File: config.mk
export PLATFORM = sky130hd
export DESIGN_NAME = ex_mem_pipe_reg
export DESIGN_NICKNAME = d
export VERILOG_FILES = /design/src/rtl/ex_mem_pipe_reg.sv
export SDC_FILE = /design/constraint.sdc
export NUM_CORES = 1
export LEC_CHECK = 0
export CORE_MARGIN = 5
export CORE_UTILIZATION = 42
export DETAILED_ROUTE_END_ITERATION = 8
export HOLD_SLACK_MARGIN = 0.02
export PLACE_DENSITY = 0.82
export SETUP_SLACK_MARGIN = 0.02
export SYNTH_ARGS = -nofsm -noshare
export SYNTH_HDL_FRONTEND = slang
export SYNTH_SLANG_ARGS = --single-unit
File: constraint.sdc
create_clock -name clk -period 4.3 [get_ports clk]
set_input_delay 0.86 -clock clk [delete_from_list [all_inputs] [get_ports clk]]
set_output_delay 0.86 -clock clk [all_outputs]
set_load 0.1 [all_outputs]
File: src/rtl/ex_mem_pipe_reg.sv
// EX->MEM pipeline register with valid/ready flow control, flush and a saturating stall counter.
// Define EX_MEM_PIPE_SKID_EN to add a one-entry skid buffer so in_ready no longer depends on out_ready.
module ex_mem_pipe_reg #(
    parameter int XLEN  = 32,
    parameter int RD_W  = 5,
    parameter int OP_W  = 6,
    parameter int CNT_W = 16
) (
    input  logic             clk,
    input  logic             reset,
    input  logic             flush,
    input  logic             in_valid,
    output logic             in_ready,
    input  logic [XLEN-1:0]  alu_result_in,
    input  logic [XLEN-1:0]  rs2_data_in,
    input  logic [RD_W-1:0]  rd_in,
    input  logic [OP_W-1:0]  opcode_in,
    input  logic             mem_read_in,
    input  logic             mem_write_in,
    output logic             out_valid,
    input  logic             out_ready,
    output logic [XLEN-1:0]  alu_result_out,
    output logic [XLEN-1:0]  rs2_data_out,
    output logic [RD_W-1:0]  rd_out,
    output logic [OP_W-1:0]  opcode_out,
    output logic             mem_read_out,
    output logic             mem_write_out,
    output logic [CNT_W-1:0] stall_cycles
);
    localparam int PW = 2*XLEN + RD_W + OP_W + 2;

    logic [PW-1:0] in_bus;
    logic [PW-1:0] main_q;
    logic          main_vld;
    logic          accept;

    assign in_bus = {alu_result_in, rs2_data_in, rd_in, opcode_in, mem_read_in, mem_write_in};
    assign accept = in_valid && in_ready;

`ifdef EX_MEM_PIPE_SKID_EN
    logic [PW-1:0] skid_q;
    logic          skid_vld;

    // skid_vld is a flop, so in_ready only sees flush combinationally
    assign in_ready = !flush && !skid_vld;

    always_ff @(posedge clk or posedge reset) begin
        if (reset) begin
            main_vld <= 1'b0;
            main_q   <= '0;
            skid_vld <= 1'b0;
            skid_q   <= '0;
        end else if (flush) begin
            main_vld <= 1'b0;
            main_q   <= '0;
            skid_vld <= 1'b0;
        end else if (skid_vld) begin
            // skid only fills behind a full main entry, so draining refills main from skid
            if (out_ready) begin
                main_q   <= skid_q;
                skid_vld <= 1'b0;
            end
        end else if (accept) begin
            if (!main_vld || out_ready) begin
                main_q   <= in_bus;
                main_vld <= 1'b1;
            end else begin
                skid_q   <= in_bus;
                skid_vld <= 1'b1;
            end
        end else if (main_vld && out_ready) begin
            main_vld <= 1'b0;
        end
    end
`else
    assign in_ready = !flush && (!main_vld || out_ready);

    always_ff @(posedge clk or posedge reset) begin
        if (reset) begin
            main_vld <= 1'b0;
            main_q   <= '0;
        end else if (flush) begin
            main_vld <= 1'b0;
            main_q   <= '0;
        end else if (accept) begin
            main_q   <= in_bus;
            main_vld <= 1'b1;
        end else if (main_vld && out_ready) begin
            main_vld <= 1'b0;
        end
    end
`endif

    always_ff @(posedge clk or posedge reset) begin
        if (reset)
            stall_cycles <= '0;
        else if (main_vld && !out_ready && stall_cycles != '1)
            stall_cycles <= stall_cycles + 1'b1;
    end

    assign out_valid = main_vld;
    assign {alu_result_out, rs2_data_out, rd_out, opcode_out, mem_read_out, mem_write_out} = main_q;

endmodule

==> flow_summary.toml, run 1 <==
[outcome]
status = "complete, no violations"

[die]
dieArea_um2 = 11700
die_w_um = 108
die_y_um = 108
rows = 35
io_pins = 177
initial_utilization = 0.436
coreArea_um2 = 9330

[sta]
fin_setup_tns_ns = 0
hold_viol_final = 0
setup-violations-final = 0
max_freq_mhz = 349
grt_setup_unrepaired = "false"
slew_headroom = 0.320
min_period_ns = 2.86
slew_violations = 0
tightestPinTransition_ns = 1.02
fin_skew_ns = 0.0133
period_share = 0.666

[placement]
gp_congestion = 0.773
port-buffer-count = 176
dpl.hpwl_um = 7590

[final_layout]
layout-drive-gt1-share = 0.0481
fillers = 792
antennaDiodeCount = 0
final_net_count = 661
synthToLayoutAreaGrowth_pct = 49.9
utilization = 0.653

[synth]
ys_seq_area_frac = 0.579
netlist_area_um2 = 4060
ys_warn_count = 0
synth.avg_cell_area_um2 = 9.84
syn_inst = 413
synth_area_leaders = "dfrtp_1 58%, nand2b_1 12%, nand2_1 7.9%"
syn-num-nets = 496
synth_cell_types = 31
synth_seq_cells = 94
yosysTopAreaCell = "dfrtp_1"
synth_top_area_frac = 0.579

[power]
peakVddDrop_uv = 225
power.density_nw_per_um2 = 408
leakagePower_nw = 2.52

[global_routing]
antenna_found_initial = 0
met1_usage = 0.227
grt_pass1_vias = 3458
grt_first_pass_wirelength_um = 17200
grt_overflow = 0
grt_max_degree = 155
busiest_layer = "met2"
use_met2 = 0.312
use_met3 = 0.0579
grt_use_total = 0.185

[clock_tree]
cts_sinks = 94
cts_buffers = 9
cts-root-buf = "clkbuf_8"
clk_path_buf_depth = 2
ctsHoldBuffers = 0
ctsResizeCount = 0
cts_max_level = 3
cts_tree = "done"
clk_pin_slew_ns = 0.09
clock_latency_ns = 0.34
cts_setup_buffers = 0

[critical_path]
cp_data_arrival_time_ns = 2.00
cp_top_family = "buffers and inverters"
slowest_delay_ns = 1.18
critical_path_class = "reg2out"
cp_max_fo = 6
startpoint_type = "flop"
end_kind = "output port"
cp_cell_sequence = "clkdlybuf4s50_1"
cp_num_buf_inv = 1
critPathRequiredTime_ns = 3.44
slowest_stage = "clkdlybuf4s50_1"

[detailed_routing]
wirelength_um = 10800
via_count = 3465
dr.pass1.iters = 6
via_per_inst = 4.87
wl_per_cell_um = 15.2
drtIter0Drc = 123
antenna_left = 0
drc = 0

[hold_path]
hold_class = "reg2reg"

[flow_run]
maxCapViolCount = 0
==> logic make-up (layout without fill, tap and decap cells) <==
family / after synthesis / in the layout / synth area share
AO/OA/AOI/OAI: 80 / 80 / 0.0998
XOR/XNOR: 11 / 11 / 0.0237
adder cells (fa/ha/maj): 1 / 1 / 0.00308
buffers and inverters: 27 / 196 / 0.0271
flip-flops: 94 / 94 / 0.579
multiplexers: 4 / 4 / 0.0111
AND/OR/NAND/NOR: 196 / 196 / 0.256
==> metrics by stage <==
step | total power, W | setup WS (ns) | hold slack (ns) | instances | cell area, µm²
3_3_place_gp | 0.00198 | 1.47 | 0.518 | 696 | 5920
4_1_cts | 0.00251 | 1.40 | 0.537 | 711 | 6090
5_1_grt | 0.00259 | 1.35 | 0.558 | 711 | 6090
6_report | 0.00248 | 1.44 | 0.538 | 711 | 6090
3_5_place_dp | 0.00200 | 1.45 | 0.523 | 696 | 5920
2_1_floorplan | 0.00171 | 0.950 | 0.977 | 413 | 4060
==> cells in the final DEF, fill, tap and decap left out, types with 2 or more instances in the layout <==
cell type and instances:
clkdlybuf4s50_1 174, dfrtp_1 94, nand2_1 85, nand2b_1 77, o21ai_0 63, o21ai_1 14, clkbuf_8 9, nor2_1 8
xor2_1 7, nand4_1 6, xnor2_1 4, nand3_1 3, nor3_1 3, mux2_2 3, clkinv_2 2, nand4_2 2
and3_1 2, and2_1 2, clkinv_4 2, clkinvlp_4 2, buf_4 2, buf_12 2
==> state kept, by name, summed over array words and instances (netlist names) <==
| signal | cells |
|---|---|
| stall_cycles | 16 |
| out_valid | 1 |
| main_q | 77 |
==> final timing paths <==
check / startpoint / cells after the start / endpoint / slack [ns]
max: stall_cycles[8] / 1 / stall_cycles[8] / 1.44
min: main_q[63] / 2 / main_q[63] / 0.54
max reg2reg: stall_cycles[0] / 5 / stall_cycles[1] / 2.52
min reg2reg: main_q[63] / 2 / main_q[63] / 0.54
max in group asynchronous: reset / 3 / main_q[34] / 2.61
min in group asynchronous: reset / 2 / main_q[19] / 0.96
==> worst register-to-register path, cell delays in order, from the launching register on <==
cell     delay [ns]
dfrtp_1        0.44
ha_1           0.25
nand4_1        0.23
nor4_4         0.28
nor2_1         0.14
mux2_1         0.33
==> final cells by class <==
type | count | area (µm²) | area share
inverter | 2 | 8.76 | 0.00144
clock buffer | 10 | 128 | 0.0210
tap | 129 | 161 | 0.0265
multi-input combinational | 292 | 1600 | 0.263
timing repair buffer | 179 | 1800 | 0.296
sequential | 94 | 2350 | 0.386
clock inverter | 5 | 37.5 | 0.00616
==> cell usage after synthesis, drive strengths merged <==
cell and number:
xnor2 4, and3 2, nor3 3, nand3 3
clkbuf 18, inv 2, a21oi 1, xor2 7
nand3b 1, nand2b 77, buf 7, ha 1
o21ai 77, and2 2, a31oi 1, nor3b 1
nand4 8, nor4 3, nor2 8, mux2 4
nand2 85, dfrtp 94, o2111ai 1, nor2b 1
and4bb 1, or2b 1
==> layer usage <==
layer  part of all wire  wire length [µm]
met1               0.42              4540
met4              0.015               158
met3              0.085               915
met5                  0                 0
met2               0.48              5180
==> power breakdown <==
group	internal [W]	total (W)	switching (W)	leakage, nW
registers	0.000958	0.00102	0.0000643	1.25
clock network	0.000208	0.000509	0.000300	0.0783
logic	0.000245	0.000952	0.000707	1.20
total	0.00141	0.00248	0.00107	2.52
(Power assumes the default switching activity.)
==> run 2: changes to the inputs <==
==> constraint.sdc (replaced) <==
create_clock -name clk -period 2.8 [get_ports clk]
set_input_delay 0.56 -clock clk [delete_from_list [all_inputs] [get_ports clk]]
set_output_delay 0.56 -clock clk [all_outputs]
set_load 0.1 [all_outputs]
==> flow_summary.toml, run 2 (synthesis gave the netlist of run 1 again) <==
[detailed_routing]
drc = 0
wl_met3_um = 729
wl_met1_um = 4430
via_count = 3416
wl_met2_um = 5320
wl_per_cell_um = 14.8
antenna_left = 0
drtIter0Drc = 202
wirelength_um = 10600
via_per_inst = 4.79
dr.pass1.iters = 4
maxUsedRoutingLayer = "met4"

[critical_path]
reg2reg_depth = 4
cp-startpoint = "out_ready"
startpoint_type = "input pin"
endpoint = "in_ready"
cp_data_arrival_time_ns = 1.72
end_kind = "output port"
cp_max_fo = 6
r2r_setup_slack_ns = 1.04
critPathRequiredTime_ns = 2.24
critical_path_class = "in2out"
r2r-end = "main_q[46]"
r2r-start = "out_valid"

[final_layout]
most-common-layout-cells = "97 x buf_4, 94 x dfrtp_1, 85 x nand2_1, 80 x clkdlybuf4s50_1, 77 x nand2b_1"
synthToLayoutAreaGrowth_pct = 44.8
final_cells = 713
utilization = 0.631
largest_reg_flops = 77
antennaDiodeCount = 0
fillers = 815
final_common_cell = "buf_4"
final_net_count = 662
top_register = "main_q"
layout-drive-gt1-share = 0.216

[sta]
period_share = 0.815
grt_setup_unrepaired = "false"
tightestPinTransition_ns = 0.673
fin_setup_tns_ns = 0
setup-violations-final = 0
hold_viol_final = 0
min_period_ns = 2.28
fin_skew_ns = 0.0208
max_freq_mhz = 438
slew_headroom = 0.551
slew_violations = 0

[clock_tree]
cts_setup_buffers = 0
ctsHoldBuffers = 0
clk_path_buf_depth = 2
cts_buffers = 9
cts-root-buf = "clkbuf_8"
cts_max_level = 3
clock_latency_ns = 0.35
cts_tree = "done"
clk_pin_slew_ns = 0.10
cts_sinks = 94
ctsResizeCount = 0

[die]
dieArea_um2 = 11700
initial_utilization = 0.436
die_y_um = 108
die_w_um = 108
coreArea_um2 = 9330
rows = 35
io_pins = 177

[global_routing]
grt_use_total = 0.179
grt_first_pass_wirelength_um = 16700
grt_max_degree = 155
antenna_found_initial = 0
grt_overflow = 0
grt_pass1_vias = 3381

[placement]
dpl.hpwl_um = 7510
port-buffer-count = 176
dp_cells = 697
gp_congestion = 0.760

[power]
power.density_nw_per_um2 = 651
leakagePower_nw = 2.70
peakVddDrop_uv = 320

[outcome]
status = "complete, no violations"

[hold_path]
hold_class = "reg2reg"
hold_depth = 2

[flow_run]
maxCapViolCount = 0
-- run 2: cell count changes in the layout (fill, tap and decap cells not counted), sizes merged --
cell / before / now
buf: 5 / 100
clkdlybuf4s50: 174 / 80
inv: 1 / 3
clkinvlp: 2 / 1
-- run 2: critical path, stage by stage --
cell and delay, ns:
clkdlybuf4s50_1 0.41, nor2b_1 0.46, nor2_2 0.09, buf_12 0.19
-- run 2: metal layers --
metal,vias up,global-route usage
li1,1680,-
met1,1615,0.226
met2,113,0.299
met3,8,0.0442
met4,0,0.0622
met5,-,0
-- run 2: final cells by class --
class                   count  area, µm²  area share
clock buffers              10        138      0.0234
inverters                   2       11.3     0.00191
well taps                 129        161      0.0274
multi-input cells         292       1600       0.272
flip-flops and latches     94       2350       0.400
repair buffers            180       1570       0.267
clock inverters             6       45.0     0.00765
-- run 2: worst min-delay path by stage --
stage,end,slack (ns),startpoint
after detailed placement,main_q[7],0.53,main_q[7]
after CTS,out_valid,0.53,flush
final,main_q[10],0.54,main_q[10]
after global placement,main_q[60],0.52,main_q[60]
after global routing,out_valid,0.54,flush
after floorplan,main_q[0],0.68,mem_write_in
-- run 2: per-stage QoR --
step | instance area, µm² | power [W] | hold slack, ns | worst slack (ns)
6_report | 5880 | 0.00383 | 0.539 | 0.518
5_1_grt | 5880 | 0.00400 | 0.545 | 0.479
4_1_cts | 5880 | 0.00388 | 0.525 | 0.517
3_5_place_dp | 5700 | 0.00303 | 0.527 | 0.516
3_3_place_gp | 5700 | 0.00301 | 0.520 | 0.563
2_1_floorplan | 4070 | 0.00263 | 0.677 | 0.352
-- run 2: power breakdown --
part	leakage, nW	switching, W	total [W]	internal (W)
Clock	0.0970	0.000482	0.000836	0.000354
Sequential	1.25	0.000105	0.00158	0.00147
Combinational	1.36	0.00108	0.00142	0.000335
Total	2.70	0.00167	0.00383	0.00216
